`src/rtl/shift_exec_stage.sv`:
```
// Two-stage handshaked 32-bit shift unit (SLL/SRL/SRA/ROL): S1 captures operands, S2 holds the result.
// Optional Carry output (last bit shifted out) is built when SHIFT_EXEC_CARRY_EN is defined.
module shift_exec_stage #(
  parameter int WIDTH = 32,
  parameter int SHW   = 5
) (
  input  logic             clk,
  input  logic             rst_n,
  input  logic             flush,
  input  logic             in_valid,
  output logic             in_ready,
  input  logic [WIDTH-1:0] in1,
  input  logic [SHW-1:0]   in2,
  input  logic [1:0]       op,
  output logic             out_valid,
  input  logic             out_ready,
  output logic [WIDTH-1:0] out,
  output logic             zero,
  output logic             busy
`ifdef SHIFT_EXEC_CARRY_EN
  ,
  output logic             carry
`endif
);

  typedef enum logic [1:0] {
    OP_SLL = 2'b00,
    OP_SRL = 2'b01,
    OP_SRA = 2'b10,
    OP_ROL = 2'b11
  } shift_op_e;

  // Stage 1: captured operands
  logic             s1_valid_reg;
  logic             s1_valid_next;
  logic [WIDTH-1:0] s1_data_reg;
  logic [SHW-1:0]   s1_amt_reg;
  shift_op_e        s1_op_reg;

  // Stage 2: registered result
  logic             s2_valid_reg;
  logic             s2_valid_next;
  logic [WIDTH-1:0] s2_result_reg;
  logic             s2_zero_reg;

  logic             s2_load;
  logic             in_fire;
  logic             out_fire;

  logic             is_right;
  logic             is_rotate;
  logic             fill_bit;
  logic [WIDTH-1:0] left_in;
  logic [WIDTH-1:0] left_out;
  logic [WIDTH-1:0] shift_result;

  assign s2_load  = s1_valid_reg & (~s2_valid_reg | out_ready);
  assign in_ready = ~s1_valid_reg | s2_load;
  assign in_fire  = in_valid & in_ready;
  assign out_fire = s2_valid_reg & out_ready;

  // Right shifts reuse the left shifter by bit-reversing the operand and the result.
  assign is_right  = (s1_op_reg == OP_SRL) || (s1_op_reg == OP_SRA);
  assign is_rotate = (s1_op_reg == OP_ROL);
  assign fill_bit  = (s1_op_reg == OP_SRA) & s1_data_reg[WIDTH-1];

  genvar gi;
  generate
    for (gi = 0; gi < WIDTH; gi++) begin : g_rev
      assign left_in[gi]      = is_right ? s1_data_reg[WIDTH-1-gi] : s1_data_reg[gi];
      assign shift_result[gi] = is_right ? left_out[WIDTH-1-gi]    : left_out[gi];
    end
  endgenerate

  // Log-depth barrel: stage k moves by 2**k, filling from the wrap (ROL) or the fill bit.
  always_comb begin
    left_out = left_in;
    for (int k = 0; k < SHW; k++) begin
      if (s1_amt_reg[k]) begin
        if (is_rotate) begin
          left_out = (left_out << (1 << k)) | (left_out >> (WIDTH - (1 << k)));
        end else if (fill_bit) begin
          left_out = (left_out << (1 << k)) | ~({WIDTH{1'b1}} << (1 << k));
        end else begin
          left_out = left_out << (1 << k);
        end
      end
    end
  end

`ifdef SHIFT_EXEC_CARRY_EN
  localparam logic [SHW:0] WIDTH_W = (SHW+1)'(WIDTH);

  logic [SHW:0] carry_idx;
  logic         shift_carry;
  logic         s2_carry_reg;

  // In the left-shift domain the last bit out is always left_in[WIDTH-n].
  assign carry_idx   = WIDTH_W - {1'b0, s1_amt_reg};
  assign shift_carry = (s1_amt_reg == '0) ? 1'b0 :
                       is_rotate          ? shift_result[0] :
                                            left_in[carry_idx[SHW-1:0]];

  always_ff @(posedge clk or negedge rst_n) begin
    if (!rst_n) begin
      s2_carry_reg <= 1'b0;
    end else if (s2_load && !flush) begin
      s2_carry_reg <= shift_carry;
    end
  end

  assign carry = s2_carry_reg;
`endif

  always_comb begin
    s1_valid_next = s1_valid_reg;
    if (flush) begin
      s1_valid_next = 1'b0;
    end else if (in_fire) begin
      s1_valid_next = 1'b1;
    end else if (s2_load) begin
      s1_valid_next = 1'b0;
    end
  end

  always_comb begin
    s2_valid_next = s2_valid_reg;
    if (flush) begin
      s2_valid_next = 1'b0;
    end else if (s2_load) begin
      s2_valid_next = 1'b1;
    end else if (out_fire) begin
      s2_valid_next = 1'b0;
    end
  end

  always_ff @(posedge clk or negedge rst_n) begin
    if (!rst_n) begin
      s1_valid_reg  <= 1'b0;
      s1_data_reg   <= '0;
      s1_amt_reg    <= '0;
      s1_op_reg     <= OP_SLL;
      s2_valid_reg  <= 1'b0;
      s2_result_reg <= '0;
      s2_zero_reg   <= 1'b1;
    end else begin
      s1_valid_reg <= s1_valid_next;
      s2_valid_reg <= s2_valid_next;
      // A flush kills the valids but leaves the data registers untouched.
      if (in_fire && !flush) begin
        s1_data_reg <= in1;
        s1_amt_reg  <= in2;
        s1_op_reg   <= shift_op_e'(op);
      end
      if (s2_load && !flush) begin
        s2_result_reg <= shift_result;
        s2_zero_reg   <= (shift_result == '0);
      end
    end
  end

  assign out_valid = s2_valid_reg;
  assign out       = s2_result_reg;
  assign zero      = s2_zero_reg;
  assign busy      = s1_valid_reg | s2_valid_reg;

  // A stalled result must not change until it is taken.
  hold_stable_a: assert property (@(posedge clk) disable iff (!rst_n)
    (out_valid && !out_ready && !flush) |=> (out_valid && $stable(out) && $stable(zero)));

endmodule

```
`config.mk`:
```
export PLATFORM = sky130hd
export DESIGN_NAME = shift_exec_stage
export DESIGN_NICKNAME = d
export VERILOG_FILES = /design/src/rtl/shift_exec_stage.sv
export SDC_FILE = /design/constraint.sdc
export NUM_CORES = 1
export LEC_CHECK = 0
export ABC_AREA = 1
export BUFFER_PORTS_ARGS = -buffer_cell sky130_fd_sc_hd__buf_2
export CAP_MARGIN = 5
export CORE_ASPECT_RATIO = 0.9
export CORE_MARGIN = 4
export CORE_UTILIZATION = 50
export CTS_CLUSTER_DIAMETER = 40
export DETAILED_ROUTE_END_ITERATION = 8
export PLACE_DENSITY = 0.71
export SLEW_MARGIN = 25
export SYNTH_ARGS = -nofsm -noshare
export SYNTH_HDL_FRONTEND = slang
export SYNTH_SLANG_ARGS = --single-unit
export TNS_END_PERCENT = 20
```
`constraint.sdc`:
```
create_clock -name clk -period 2.7 [get_ports clk]
set_input_delay 0.27 -clock clk [delete_from_list [all_inputs] [get_ports clk]]
set_output_delay 0.27 -clock clk [all_outputs]
set_load 0.005 [all_outputs]
```
==> results.ini <==
[pwr]
p_per_area_nw_per_um2 = 842.2
power_mw = 6.342
total_leakage_power_nw = 3.742
ir_worst_vdd_mv = 0.4786

[global_route]
grt_overflow = 0
grt_pass1_vias = 5502
grt_antenna_before_repair = 0
grt_use_total = 0.2535
grt_pass1_wl_um = 26990
grt_start_max_net_pins = 75

[min_path]
min_path_type = input port to asynchronous set/reset pin

[route]
vias_per_cell = 5.923
finalWirelength_um = 18620
drc_errors = 0
detail-route-antenna-nets = 0
vias = 6592
firstDrtPassIters = 7
wl_per_cell_um = 16.73
drtIter0Drc = 794

[sta]
final_max_slew_viol_count = 0
fin_skew_ns = 0.006203
hold_viol = 0
worst_pin_slew_ns = 0.9160
min_period_ns = 2.634
relSlewSlack = 0.3894
tns_ns = 0
rsz0062_at_grt = yes
max_freq_mhz = 379.6
setup_viol = 0
fin_crit_sh = 0.9757

[floorplan]
die_area_um2 = 13160
die_w_um = 120.5
core.rowCount = 36
io_pins = 80
initial_utilization = 0.5179
coreArea_um2 = 10990
die_h_um = 109.2

[placed_design]
gp_congestion = 1.026
hpwl_um = 12040
port_buffers = 79

[cts]
htree_num_levels = 3
clock-sinks = 74
cts_root_buf = clkbuf_16
clock_latency_ns = 0.34
hold_buffers = 0
numCtsBuffers = 9
path_clk_slew_ns = 0.06
ctsLongestPathBuffers = 2
tritoncts = yes

[final_layout]
num-fill-cells = 983
drive_above_1_share = 0.3892
diodes = 0
multi_input_area_um2 = 4418
fin_util = 0.6852
seqCellArea_um2 = 1853
num-nets-final = 1003
syn2layout_area_growth_pct = 32.31

[synthesis]
ys_types = 22
ys_seq_area_frac = 0.3256
synth_area_leaders = dfrtp_1 32%, nand2_1 24%, nand3_1 24%
yosys_warnings = 0
syn-cell-area_um2 = 5692
synth_top_cell_by_area = dfrtp_1
yosys_register_bits = 74
syn_area_per_cell_um2 = 6.324
synth_top_area_share = 0.3209
synth_nets = 946
syn_inst = 900

[run_status]
status = finished clean

[critical_path]
worstPathArrival_ns = 2.92
critPathLaunchType = flop
crit_fanout = 13
cp-end-kind = flop
required_ns = 2.99
crit_type = flop to flop

[job]
cap_violations = 0

[critical path, cell delays in order (launching register included)]
cell and delay, ns:
dfrtp_1 0.42, ha_4 0.29, buf_12 0.15, clkbuf_16 0.18, nand2_2 0.09, nand3_2 0.12
nand3_1 0.16, nand3_1 0.11, nand2_2 0.12, nand2_1 0.07, nand2_1 0.07, nand2_1 0.04
nand2_1 0.11, nand2_1 0.07, nand2_2 0.11, nand2_2 0.06, nor2_2 0.11, nand2_1 0.06
nor2_2 0.12, nand2_1 0.06, nand2_1 0.05
[layer usage]
metal | wire length, µm | part of all wire | vias up | GRT usage
met5 | 0 | 0 | - | 0
met4 | 512 | 0.027 | 0 | 0.06796
met3 | 1440 | 0.077 | 54 | 0.04668
met2 | 8715 | 0.47 | 342 | 0.3977
met1 | 7956 | 0.43 | 3081 | 0.3615
li1 | - | - | 3115 | -
[cell usage after synthesis (all sizes together)]
master	number
buf	35
nor3	2
a21oi	13
mux2	31
dfstp	1
o21ai	26
dfrtp	73
nor2	32
ha	2
nand2	374
a31oi	4
clkbuf	23
nand3b	1
inv	11
nand3	268
clkinv	4
[timing repair]
action | in CTS | in global routing
cloned | 0 | 4
pin swaps | 0 | 59
endpoints found under the setup margin | 1 | 3
setup buffers | 0 | 4
resized for setup | 2 | 224
[per-stage QoR]
step | hold slack [ns] | setup WS [ns] | area (µm²) | std cells
floorplan | -0.02559 | 0.5032 | 5692 | 900
global placement | 0.4550 | -0.03789 | 6172 | 1090
detailed placement | 0.4541 | -0.02869 | 6172 | 1090
CTS | 0.09888 | 0.04983 | 6481 | 1105
global route | 0.1136 | -0.1507 | 7531 | 1113
finish | 0.03115 | 0.06554 | 7531 | 1113
[report_power, final]
part	internal [mW]	total [mW]	leakage [nW]	switching [mW]
logic	1.28	3.56	2.72	2.28
clock network	0.732	1.20	0.140	0.473
registers	1.38	1.58	0.880	0.199
[cell usage in the layout (no fill, tap or decap)]
master | synthesis | final
dfrtp_1 | 73 | 73
bufinv_16 | 0 | 1
buf_12 | 0 | 4
ha_4 | 0 | 1
nand2_4 | 0 | 4
clkbuf_8 | 0 | 1
o21ai_0 | 24 | 24
nor2_1 | 32 | 30
dfstp_2 | 1 | 1
inv_2 | 3 | 2
buf_2 | 23 | 78
nor3_2 | 0 | 1
nand3_2 | 0 | 128
inv_4 | 0 | 1
a31oi_1 | 4 | 4
mux2_2 | 31 | 31
clkinv_1 | 4 | 4
nand2_2 | 7 | 79
clkbuf_16 | 0 | 12
nand3b_1 | 1 | 1
nand3_1 | 268 | 136
ha_1 | 2 | 1
o21ai_1 | 2 | 2
clkinvlp_4 | 0 | 2
clkinv_2 | 0 | 2
nor3_1 | 2 | 1
a21oi_1 | 13 | 13
nor2_2 | 0 | 2
nand2_1 | 367 | 291
buf_6 | 5 | 1
inv_1 | 8 | 7
buf_16 | 0 | 1
inv_6 | 0 | 1
buf_4 | 1 | 17
nand3_4 | 0 | 4
[worst paths after layout]
kind	start	to	slack [ns]	cells after the start
worst max-delay path	s1_op_reg[1]	zero	0.07	20
worst min-delay path	rst_n	s1_data_reg[19]	0.03	1
worst max register to register	s1_op_reg[1]	zero	0.07	20
worst min register to register	zero	zero	0.47	2
max in group asynchronous	rst_n	out[21]	2.03	1
min in group clk	flush	out_valid	0.10	2
[final cells by class]
| class | instances | area share |
|---|---|---|
| Multi-Input combinational cell | 753 | 0.5866 |
| Sequential cell | 74 | 0.2461 |
| Timing Repair Buffer | 104 | 0.09453 |
| Clock buffer | 10 | 0.03173 |
| Tap cell | 152 | 0.02525 |
| Inverter | 15 | 0.008473 |
| Clock inverter | 5 | 0.007310 |
[kinds of logic after synthesis]
logic type,Yosys count,synth area share
buffers and inverters,73,0.06045
AND/OR/NAND/NOR,677,0.5096
adder cells (fa/ha/maj),2,0.004396
multiplexers,31,0.06133
flip-flops,74,0.3256
AO/OA/AOI/OAI,43,0.03869
Power figures use the tool's default switching activity.
